<file path="src/rtl/auto_route_cmd_if.sv">
`default_nettype none
// ============================================================================
// Module      : auto_route_cmd_if
// Description : Signal bundle between the navigation FSM side and the
//               autonomous command source. The navigation side (master)
//               drives mode, FSM state and detector pattern. The command
//               source (slave) returns the one-hot command levels and status.
// Revision    : 1.0 - initial release
// ============================================================================
interface auto_route_cmd_if;
    logic       enable;
    logic [1:0] nav_state;
    logic [3:0] detector;
    logic       left;
    logic       right;
    logic       straight;
    logic       back;
    logic       busy;
    logic       timeout_err;
    logic [2:0] right_run;

    modport master (
        output enable, nav_state, detector,
        input  left, right, straight, back, busy, timeout_err, right_run
    );

    modport slave (
        input  enable, nav_state, detector,
        output left, right, straight, back, busy, timeout_err, right_run
    );
endinterface
`default_nettype wire

</file>
<file path="src/rtl/auto_route_cmd.sv">
`default_nettype none
// ============================================================================
// Module      : auto_route_cmd
// Description : Autonomous replacement for the left/right/straight/back
//               buttons. At a crossroad it debounces the detector pattern,
//               chooses a direction with a right-hand wall-follow policy
//               (with a loop guard on repeated rights), holds a one-hot
//               command until the navigation FSM accepts it, and abandons
//               it after ACK_TIMEOUT ticks without acceptance.
// Revision    : 1.0 - initial release
// ============================================================================
module auto_route_cmd #(
    parameter int DEBOUNCE    = 3,
    parameter int ACK_TIMEOUT = 50,
    parameter int MAX_RIGHT   = 4
) (
    input  wire logic       clk_20ms,
    input  wire logic       rst,
    auto_route_cmd_if.slave cmd_if
);

    typedef enum logic [1:0] {
        IDLE      = 2'd0,
        SETTLE    = 2'd1,
        ISSUE     = 2'd2,
        WAIT_DONE = 2'd3
    } state_t;

    localparam logic [1:0] NAV_FORWARD = 2'b00;
    localparam logic [1:0] NAV_WAITING = 2'b01;

    // Command vector order is {left, right, straight, back}.
    localparam logic [3:0] CMD_NONE     = 4'b0000;
    localparam logic [3:0] CMD_LEFT     = 4'b1000;
    localparam logic [3:0] CMD_RIGHT    = 4'b0100;
    localparam logic [3:0] CMD_STRAIGHT = 4'b0010;
    localparam logic [3:0] CMD_BACK     = 4'b0001;

    localparam logic [3:0] STAB_LAST = 4'(DEBOUNCE - 1);
    localparam logic [5:0] ISS_LAST  = 6'(ACK_TIMEOUT - 1);
    localparam logic [2:0] RUN_LIMIT = 3'(MAX_RIGHT);
    localparam logic [2:0] RUN_SAT   = 3'd7;

    state_t     state_q,    state_d;
    logic [3:0] snap_q,     snap_d;
    logic [3:0] stab_cnt_q, stab_cnt_d;
    logic [5:0] iss_cnt_q,  iss_cnt_d;
    logic [3:0] cmd_q,      cmd_d;
    logic [2:0] run_q,      run_d;
    logic       tmo_q,      tmo_d;

    logic       front_clear;
    logic       left_open;
    logic       right_open;
    logic [3:0] decision;

    // Direction choice from the debounced snapshot: right-hand rule first,
    // a guard-skipped right only when nothing else is open.
    always_comb begin
        front_clear = ~snap_q[0];
        left_open   = ~snap_q[1];
        right_open  = ~snap_q[2];
        if (right_open && (run_q < RUN_LIMIT)) begin
            decision = CMD_RIGHT;
        end else if (front_clear) begin
            decision = CMD_STRAIGHT;
        end else if (left_open) begin
            decision = CMD_LEFT;
        end else if (right_open) begin
            decision = CMD_RIGHT;
        end else begin
            decision = CMD_BACK;
        end
    end

    // State register and all datapath registers.
    always_ff @(posedge clk_20ms) begin
        if (rst) begin
            state_q    <= IDLE;
            snap_q     <= 4'd0;
            stab_cnt_q <= 4'd0;
            iss_cnt_q  <= 6'd0;
            cmd_q      <= CMD_NONE;
            run_q      <= 3'd0;
            tmo_q      <= 1'b0;
        end else begin
            state_q    <= state_d;
            snap_q     <= snap_d;
            stab_cnt_q <= stab_cnt_d;
            iss_cnt_q  <= iss_cnt_d;
            cmd_q      <= cmd_d;
            run_q      <= run_d;
            tmo_q      <= tmo_d;
        end
    end

    // Next-state logic: debounce, issue, acceptance/timeout, release.
    always_comb begin
        state_d    = state_q;
        snap_d     = snap_q;
        stab_cnt_d = stab_cnt_q;
        iss_cnt_d  = iss_cnt_q;
        cmd_d      = cmd_q;
        run_d      = run_q;
        tmo_d      = 1'b0;

        if (!cmd_if.enable) begin
            state_d = IDLE;
            cmd_d   = CMD_NONE;
        end else begin
            case (state_q)
                IDLE: begin
                    snap_d     = cmd_if.detector;
                    stab_cnt_d = 4'd0;
                    cmd_d      = CMD_NONE;
                    if (cmd_if.nav_state == NAV_WAITING) begin
                        state_d = SETTLE;
                    end
                end
                SETTLE: begin
                    if (cmd_if.nav_state != NAV_WAITING) begin
                        state_d = IDLE;
                    end else if (cmd_if.detector != snap_q) begin
                        // Any change restarts the whole debounce window.
                        snap_d     = cmd_if.detector;
                        stab_cnt_d = 4'd0;
                    end else if (stab_cnt_q == STAB_LAST) begin
                        state_d   = ISSUE;
                        cmd_d     = decision;
                        iss_cnt_d = 6'd0;
                    end else begin
                        stab_cnt_d = stab_cnt_q + 4'd1;
                    end
                end
                ISSUE: begin
                    // Acceptance wins over timeout on the same edge.
                    if (cmd_if.nav_state != NAV_WAITING) begin
                        state_d = WAIT_DONE;
                        cmd_d   = CMD_NONE;
                        if (cmd_q == CMD_RIGHT) begin
                            run_d = (run_q == RUN_SAT) ? run_q : run_q + 3'd1;
                        end else begin
                            run_d = 3'd0;
                        end
                    end else if (iss_cnt_q == ISS_LAST) begin
                        state_d = IDLE;
                        cmd_d   = CMD_NONE;
                        tmo_d   = 1'b1;
                    end else begin
                        iss_cnt_d = iss_cnt_q + 6'd1;
                    end
                end
                WAIT_DONE: begin
                    cmd_d = CMD_NONE;
                    if (cmd_if.nav_state == NAV_FORWARD) begin
                        state_d = IDLE;
                    end
                end
                default: begin
                    state_d = IDLE;
                    cmd_d   = CMD_NONE;
                end
            endcase
        end
    end

    assign cmd_if.left        = cmd_q[3];
    assign cmd_if.right       = cmd_q[2];
    assign cmd_if.straight    = cmd_q[1];
    assign cmd_if.back        = cmd_q[0];
    assign cmd_if.busy        = (state_q != IDLE);
    assign cmd_if.timeout_err = tmo_q;
    assign cmd_if.right_run   = run_q;

endmodule
`default_nettype wire

</file>
<file path="src/flat_wrapper.sv">
// flat-port wrapper written by rule: the top's interface ports become plain ports
module auto_route_cmd_flat 
#(
    parameter int DEBOUNCE    = 3,
    parameter int ACK_TIMEOUT = 50,
    parameter int MAX_RIGHT   = 4
)
  (clk_20ms, rst, cmd_if_enable, cmd_if_nav_state, cmd_if_detector, cmd_if_left, cmd_if_right, cmd_if_straight, cmd_if_back, cmd_if_busy, cmd_if_timeout_err, cmd_if_right_run);
  auto_route_cmd_if cmd_if_i ();
  input  wire logic clk_20ms;
  input  wire logic rst;
  input wire logic [$bits(cmd_if_i.enable)-1:0] cmd_if_enable;
  input wire logic [$bits(cmd_if_i.nav_state)-1:0] cmd_if_nav_state;
  input wire logic [$bits(cmd_if_i.detector)-1:0] cmd_if_detector;
  output wire logic [$bits(cmd_if_i.left)-1:0] cmd_if_left;
  output wire logic [$bits(cmd_if_i.right)-1:0] cmd_if_right;
  output wire logic [$bits(cmd_if_i.straight)-1:0] cmd_if_straight;
  output wire logic [$bits(cmd_if_i.back)-1:0] cmd_if_back;
  output wire logic [$bits(cmd_if_i.busy)-1:0] cmd_if_busy;
  output wire logic [$bits(cmd_if_i.timeout_err)-1:0] cmd_if_timeout_err;
  output wire logic [$bits(cmd_if_i.right_run)-1:0] cmd_if_right_run;
  assign cmd_if_i.enable = cmd_if_enable;
  assign cmd_if_i.nav_state = cmd_if_nav_state;
  assign cmd_if_i.detector = cmd_if_detector;
  assign cmd_if_left = cmd_if_i.left;
  assign cmd_if_right = cmd_if_i.right;
  assign cmd_if_straight = cmd_if_i.straight;
  assign cmd_if_back = cmd_if_i.back;
  assign cmd_if_busy = cmd_if_i.busy;
  assign cmd_if_timeout_err = cmd_if_i.timeout_err;
  assign cmd_if_right_run = cmd_if_i.right_run;
  auto_route_cmd #(.DEBOUNCE(DEBOUNCE), .ACK_TIMEOUT(ACK_TIMEOUT), .MAX_RIGHT(MAX_RIGHT)) u_core (.clk_20ms(clk_20ms), .rst(rst), .cmd_if(cmd_if_i));
endmodule
</file>
<file path="config.mk">
export PLATFORM = sky130hd
export DESIGN_NAME = auto_route_cmd_flat
export DESIGN_NICKNAME = d
export VERILOG_FILES = /design/src/rtl/auto_route_cmd_if.sv /design/src/rtl/auto_route_cmd.sv /design/src/flat_wrapper.sv
export SDC_FILE = /design/constraint.sdc
export NUM_CORES = 1
export LEC_CHECK = 0
export BUFFER_PORTS_ARGS = -buffer_cell sky130_fd_sc_hd__buf_4
export CELL_PAD_IN_SITES_DETAIL_PLACEMENT = 2
export CELL_PAD_IN_SITES_GLOBAL_PLACEMENT = 2
export CORE_ASPECT_RATIO = 1.5
export CORE_UTILIZATION = 29
export DETAILED_ROUTE_END_ITERATION = 6
export MAX_ROUTING_LAYER = met4
export PLACE_DENSITY_LB_ADDON = 0.1
export SKIP_LAST_GASP = 1
export SLEW_MARGIN = 40
export SYNTH_ARGS = -nofsm -noshare
export SYNTH_HDL_FRONTEND = slang
export SYNTH_SLANG_ARGS = --single-unit
</file>
<file path="constraint.sdc">
create_clock -name clk_20ms -period 2.75 [get_ports clk_20ms]
set_clock_uncertainty 0.2 [all_clocks]
set_input_delay 0.55 -clock clk_20ms [delete_from_list [all_inputs] [get_ports clk_20ms]]
set_output_delay 0.55 -clock clk_20ms [all_outputs]
set_load 0.01 [all_outputs]
</file>
==> impl_metrics.env, run 1 <==
export IMPL_status="finished, final reports clean"
export IMPL_drive_gt1_share_pct=18.1
export IMPL_avgRoutedWirePerCell_um=16.5
export IMPL_worst_hold_slack_ps=296
export IMPL_p_comb_share_pct=9.9
export IMPL_yosys_top_cells_count="24 x dfxtp_1, 14 x nand2b_1, 11 x nor2_1"
export IMPL_grt_pass1_wl_mm=6.73
export IMPL_pre_cts_slack_ps=459
export IMPL_cpPeakStageDelay_ps=600
export IMPL_rsz0062_at_grt="false"
export IMPL_finalInstanceArea_sq_um=1680
export IMPL_place_area_sq_um=1610
export IMPL_synth_fp_nets=172
export IMPL_grt_antenna_before_repair=0
export IMPL_timing_final_crit_period_ps=2280
export IMPL_post_route_period_util_pct=83.0
export IMPL_max_freq_ghz=0.438
export IMPL_synth_seq_cells=24
export IMPL_synth_edf_count=0
export IMPL_peakVddDrop_uv=164
export IMPL_min_path_type="reg2reg"
export IMPL_r2r_start="u_core.stab_cnt_q[0]$_SDFFE_PP0P_"
export IMPL_powerDensity_nw_per_um2=450
export IMPL_die_area_sq_um=5110
export IMPL_synth_top_family_by_area="simple AND/OR/NAND/NOR gates"
export IMPL_cts_made_buffers=3
export IMPL_clkSlewWorstSetupHoldPaths_ps=100
export IMPL_synth_fa_ha_area_share_pct=5.37
export IMPL_insertion_delay_ps=280
export IMPL_critPathSlowestCell="nor3b_1"
export IMPL_synth_compound_area_share_pct=21.3
export IMPL_synth_area_leaders="dfxtp_1 34%, nand2b_1 6.3%, mux2i_1 5.7%"
export IMPL_path_cells="inv_1, ha_1, nor3b_1, a21oi_2, a211oi_4, mux2i_1"
export IMPL_tritoncts="built"
export IMPL_cts_max_level=1
export IMPL_synth_mux_area_share_pct=5.73
export IMPL_root_buffer="clkbuf_8"
export IMPL_avgSynthCellArea_sq_um=8.90
export IMPL_cp_data_required_time_ps=2760
export IMPL_port_buffers=17
export IMPL_num_antenna_cells=0
export IMPL_die_y_um=87.0
export IMPL_core_area_sq_um=4580
export IMPL_cts_resized_gates=0
export IMPL_yosys_area_share_xor_xnor_pct=2.51
export IMPL_synth_most_common_cell="dfxtp_1"
export IMPL_row_count=30
export IMPL_path_delay_family="compound AO/OA/AOI/OAI gates"
export IMPL_drtAntennaViolNets=0
export IMPL_report_final_slew_viol_count=0
export IMPL_nets=193
export IMPL_worstHoldStart="u_core.cmd_q[3]$_SDFFE_PP0P_"
export IMPL_power_switching_mw=0.177
export IMPL_cp_end_kind="flip-flop"
export IMPL_p_leak_nw=0.652
export IMPL_vias=1287
export IMPL_dp_hpwl_mm=3.11
export IMPL_start_kind="flip-flop"
export IMPL_setup_tns_ps=0
export IMPL_worst_pin_slew_ps=722
export IMPL_min_delay_path_depth=2
export IMPL_drc=0
export IMPL_initial_utilization_pct=30.5
export IMPL_post_cts_buffers=0
export IMPL_viasPerCell=5.34
export IMPL_initialDrtViolationCount=34
export IMPL_drt_pass1_iterations=2
export IMPL_first_global_vias=1389
export IMPL_die_x_um=58.7
export IMPL_wl_mm=3.98
export IMPL_fin_util_pct=36.7
export IMPL_crit_buf_inv=1
export IMPL_syn_inst=157
export IMPL_area_delta_synth_final_pct=20.4
export IMPL_ys_warn_count=0
export IMPL_post_synth_num_cell_types=45
export IMPL_reg2reg_to="u_core.cmd_q[3]$_SDFFE_PP0P_"
export IMPL_postCtsHoldBufs=0
export IMPL_relSlewSlack_pct=51.8
export IMPL_seqPwrFrac_pct=47.5
export IMPL_hold_path_end="u_core.cmd_q[3]$_SDFFE_PP0P_"
export IMPL_grt_max_degree=25
export IMPL_syn_cell_area_sq_um=1400
export IMPL_hold_viol=0
export IMPL_cp_max_fo=6
export IMPL_cts_buffer_depth=2
export IMPL_swShare_pct=23.4
export IMPL_cts_sink_count=24
export IMPL_reg2reg_slack_ps=470
export IMPL_ys_seq_area_share_pct=34.4
export IMPL_ios=18
export IMPL_nFillCells=544
export IMPL_globalRoute_totalOverflow=0
export IMPL_maxCapViolCount=0
export IMPL_track_usage_pct=17.8
export IMPL_routabilityCongestion=0.739
export IMPL_power_internal_mw=0.580
export IMPL_yosys_most_used_dff="dfxtp_1"
export IMPL_crit_type="reg2reg"
export IMPL_worst_endpoint_arrival_ps=2290
export IMPL_power_frac_clock_pct=42.6
export IMPL_async_reset_ff_share_pct=0
export IMPL_reg2reg_depth=6
export IMPL_fin_ws_ps=468
export IMPL_synth_top_area_share_pct=34.4
export IMPL_setup_viol=0
export IMPL_yosysTopAreaCell="dfxtp_1"
export IMPL_synth_simple_area_share_pct=28.5
flip-flops by register name, summed over array words and instances, names as in the netlist:
register and cells:
u_core.cmd_if.right_run 3, u_core.cmd_if.timeout_err 1, u_core.cmd_q 4, u_core.iss_cnt_q 6
u_core.snap_q 4, u_core.stab_cnt_q 4, u_core.state_q 2
worst max path at each step:
stage | start | to | slack, ps | cells after the start
after global placement | cmd_if_nav_state[1] | u_core.iss_cnt_q[1]$_SDFFE_PP0P_ | 420 | 5
after CTS | u_core.stab_cnt_q[0]$_SDFFE_PP0P_ | u_core.cmd_q[3]$_SDFFE_PP0P_ | 460 | 6
after global routing | u_core.stab_cnt_q[0]$_SDFFE_PP0P_ | u_core.cmd_q[1]$_SDFFE_PP0P_ | 300 | 6
final | u_core.stab_cnt_q[0]$_SDFFE_PP0P_ | u_core.cmd_q[3]$_SDFFE_PP0P_ | 470 | 6
after detailed placement | cmd_if_detector[1] | u_core.cmd_q[1]$_SDFFE_PP0P_ | 460 | 5
after floorplan | cmd_if_detector[1] | u_core.cmd_q[0]$_SDFFE_PP0P_ | 700 | 4
power by group through the flow:
| stage | clock network, mW | registers (mW) | logic (mW) |
|---|---|---|---|
| 2_1_floorplan | 0 | 0.366 | 0.0473 |
| 6_report | 0.323 | 0.360 | 0.0750 |
| 3_5_place_dp | 0 | 0.368 | 0.0763 |
| 5_1_grt | 0.348 | 0.361 | 0.0819 |
| 3_3_place_gp | 0 | 0.367 | 0.0732 |
| 4_1_cts | 0.334 | 0.360 | 0.0764 |
tightest hold or removal path: stages, from the launching register on:
cell and delay (ps):
dfxtp_1 340, nand2_1 60, mux2i_1 60
cell type report:
type	count	area, sq um	share of cell area, %
clock inverters	1	30.0	1.78
flip-flops and latches	24	480	28.6
repair buffers	20	150	8.92
well taps	64	80.1	4.76
clock buffers	3	41.3	2.45
inverters	4	15.0	0.892
multi-input cells	125	886	52.6
metrics by stage:
step / total power, mW / instances
after floorplan: 0.413 / 157
after global placement: 0.440 / 237
after detailed placement: 0.444 / 237
after CTS: 0.771 / 241
after global routing: 0.791 / 241
final: 0.757 / 241
per-layer routing:
metal  vias up  GRT usage (%)  part of all wire (%)
met3         5           2.23                   1.3
met5         -              -                     0
met2        10           33.6                    57
met4         0           5.84                   1.3
met1       643           18.7                    40
li1        629              -                     -
placed cells by master, fill, tap and decap left out, types with 2 or more instances in the layout:
cell / count
nand2_1: 7
nor4_1: 3
or2b_1: 2
nor3b_1: 2
and3_1: 4
dfxtp_1: 24
nand2b_1: 14
a211oi_1: 7
a221oi_1: 2
a31oi_1: 3
a2111oi_0: 2
o22ai_1: 2
buf_4: 20
clkbuf_8: 3
a311oi_1: 2
inv_1: 3
nand4b_1: 2
ha_1: 6
nand3_1: 5
a22oi_1: 2
nor2_1: 11
a21o_1: 2
a21oi_1: 10
mux2i_1: 8
nor3_1: 6
xor2_1: 4
o21ai_0: 2
logic make-up after synthesis:
family,Yosys count
XOR/XNOR,4
AND/OR/NAND/NOR,67
flip-flops,24
AO/OA/AOI/OAI,40
buffers and inverters,8
adder cells (fa/ha/maj),6
multiplexers,8
No activity file was read; power rests on OpenSTA's default activity.
==> inputs of run 2 (changes only) <==
--- a/config.mk
+++ b/config.mk
@@ -5,6 +5,7 @@
 export SDC_FILE = /design/constraint.sdc
 export NUM_CORES = 1
 export LEC_CHECK = 0
+export ABC_AREA = 1
 export BUFFER_PORTS_ARGS = -buffer_cell sky130_fd_sc_hd__buf_4
 export CELL_PAD_IN_SITES_DETAIL_PLACEMENT = 2
 export CELL_PAD_IN_SITES_GLOBAL_PLACEMENT = 2
==> constraint.sdc (replaced) <==
create_clock -name clk_20ms -period 2.22 [get_ports clk_20ms]
set_clock_uncertainty 0.2 [all_clocks]
set_input_delay 0.444 -clock clk_20ms [delete_from_list [all_inputs] [get_ports clk_20ms]]
set_output_delay 0.444 -clock clk_20ms [all_outputs]
set_load 0.01 [all_outputs]
==> impl_metrics.env, run 2 <==
export IMPL_crit_buf_inv=1
export IMPL_syn_inst=226
export IMPL_largest_reg_flops=6
export IMPL_synth_top_area_share_pct=32.3
export IMPL_multi_input_area_sq_um=881
export IMPL_routabilityCongestion=0.737
export IMPL_stdcell_count=309
export IMPL_drtAntennaViolNets=0
export IMPL_die_y_um=89.8
export IMPL_insertion_delay_ps=270
export IMPL_dp_hpwl_mm=3.45
export IMPL_nFillCells=633
export IMPL_vias=1507
export IMPL_grt_antenna_before_repair=0
export IMPL_wl_mm=4.28
export IMPL_max_freq_ghz=0.550
export IMPL_grt_pass1_wl_mm=7.21
export IMPL_tritoncts="built"
export IMPL_finalInstanceArea_sq_um=1720
export IMPL_first_global_vias=1565
export IMPL_met2_usage_pct=34.0
export IMPL_die_area_sq_um=5430
export IMPL_placed_cells=306
export IMPL_postCtsHoldBufs=0
export IMPL_die_x_um=60.5
export IMPL_path_cells="inv_1, ha_1, nand2_1, o21ai_1, nand3_1, a21oi_1, nor2_1"
export IMPL_p_leak_nw=0.774
export IMPL_setup_tns_ps=0
export IMPL_worst_pin_slew_ps=476
export IMPL_seq_area_sq_um=480
export IMPL_peakVddDrop_uv=195
export IMPL_regMostFlops="u_core.iss_cnt_q"
export IMPL_num_antenna_cells=0
export IMPL_pre_cts_slack_ps=212
export IMPL_cts_resized_gates=0
export IMPL_cts_max_level=1
export IMPL_cp_data_required_time_ps=2190
export IMPL_powerDensity_nw_per_um2=498
export IMPL_synth_edf_count=0
export IMPL_power_mw=0.857
export IMPL_core_area_sq_um=4890
export IMPL_layout_commonest_cell="nand2_1"
export IMPL_drive_gt1_share_pct=16.0
export IMPL_synth_area_leaders="dfxtp_1 32%, nand2_1 14%, nor2_1 9.6%"
export IMPL_worst_hold_slack_ps=215
export IMPL_yosysTopAreaCell="dfxtp_1"
export IMPL_ys_warn_count=0
export IMPL_min_path_type="in2reg"
export IMPL_post_synth_num_cell_types=29
export IMPL_yosys_top_cells_count="57 x nand2_1, 38 x nor2_1, 24 x dfxtp_1"
export IMPL_hold_viol=0
export IMPL_fin_ws_ps=401
export IMPL_syn_cell_area_sq_um=1490
export IMPL_critPathSlowestCell="o21ai_1"
export IMPL_globalRoute_totalOverflow=0
export IMPL_cts_made_buffers=3
export IMPL_setup_viol=0
export IMPL_track_usage_pct=18.0
export IMPL_relSlewSlack_pct=68.1
export IMPL_port_buffers=17
export IMPL_cp_max_fo=7
export IMPL_met1_usage_pct=18.8
export IMPL_final_cell_mix="57 x nand2_1, 38 x nor2_1, 24 x dfxtp_1"
export IMPL_row_count=31
export IMPL_clkSlewWorstSetupHoldPaths_ps=90
export IMPL_cp_end_kind="flip-flop"
export IMPL_report_final_slew_viol_count=0
export IMPL_avgRoutedWirePerCell_um=13.8
export IMPL_initial_utilization_pct=30.5
export IMPL_cpPeakStageDelay_ps=430
export IMPL_async_reset_ff_share_pct=0
export IMPL_root_buffer="clkbuf_8"
export IMPL_drt_pass1_iterations=4
export IMPL_worst_endpoint_arrival_ps=1790
export IMPL_maxCapViolCount=0
export IMPL_synth_most_common_cell="nand2_1"
export IMPL_synth_fp_nets=241
export IMPL_yosys_most_used_dff="dfxtp_1"
export IMPL_ios=18
export IMPL_grt_busiest_layer="met2"
export IMPL_viasPerCell=4.88
export IMPL_avgSynthCellArea_sq_um=6.59
export IMPL_start_kind="flip-flop"
export IMPL_status="finished, final reports clean"
export IMPL_nets=260
export IMPL_post_cts_buffers=0
export IMPL_drc=0
export IMPL_rsz0062_at_grt="false"
export IMPL_area_delta_synth_final_pct=15.6
export IMPL_place_area_sq_um=1680
export IMPL_fin_util_pct=35.2
export IMPL_post_route_period_util_pct=81.9
export IMPL_cts_buffer_depth=2
export IMPL_ys_seq_area_share_pct=32.3
export IMPL_path_delay_family="compound AO/OA/AOI/OAI gates"
export IMPL_initialDrtViolationCount=32
export IMPL_met3_usage_pct=1.73
export IMPL_crit_type="reg2reg"
export IMPL_grt_max_degree=13
export IMPL_cts_sink_count=24
export IMPL_timing_final_crit_period_ps=1820
export IMPL_synth_seq_cells=24
-- run 2: cell count changes after synthesis, moves of 4 or more --
cell,change
mux2i_1,-8
inv_2,+4
nor2_1,+27
nand4_1,+4
nand2_1,+50
nand3_1,+12
inv_1,+20
o21ai_0,+5
nand2b_1,-14
and3_1,-4
a211oi_1,-5
-- run 2: cells by family after synthesis --
group / after synthesis / share of synthesized area, %
simple gates: 132 / 40.3
compound gates: 31 / 12.6
buf+inv: 31 / 8.57
flops: 24 / 32.3
fa+ha+maj: 6 / 5.04
xor+xnor: 2 / 1.18
-- run 2: layout make-up --
type | instances | area share, %
timing repair buffer | 18 | 7.85
tap | 66 | 4.80
multi-input combinational | 171 | 51.2
clock buffer | 3 | 2.40
inverter | 27 | 5.89
sequential | 24 | 27.9
-- run 2: path summary, 6_finish.rpt --
kind	start	end	slack, ps	cells past startpoint
worst max-delay path	u_core.stab_cnt_q[0]$_SDFFE_PP0P_	u_core.cmd_q[3]$_SDFFE_PP0P_	400	7
worst min-delay path	rst	u_core.iss_cnt_q[2]$_SDFFE_PP0P_	220	2
worst max register to register	u_core.stab_cnt_q[0]$_SDFFE_PP0P_	u_core.cmd_q[3]$_SDFFE_PP0P_	400	7
worst min register to register	u_core.snap_q[3]$_SDFFE_PP0P_	u_core.snap_q[3]$_SDFFE_PP0P_	320	2
-- run 2: where the power goes --
group	internal (mW)	leakage [nW]	switching, mW
sequential	0.443	0.195	0.0144
clock	0.121	0.0216	0.143
combinational	0.0484	0.557	0.0870
-- run 2: metal layers --
layer / up-vias / wire, um
met1: 730 / 1710
li1: 764 / -
met2: 11 / 2480
met3: 2 / 51
met4: 0 / 36
met5: - / 0
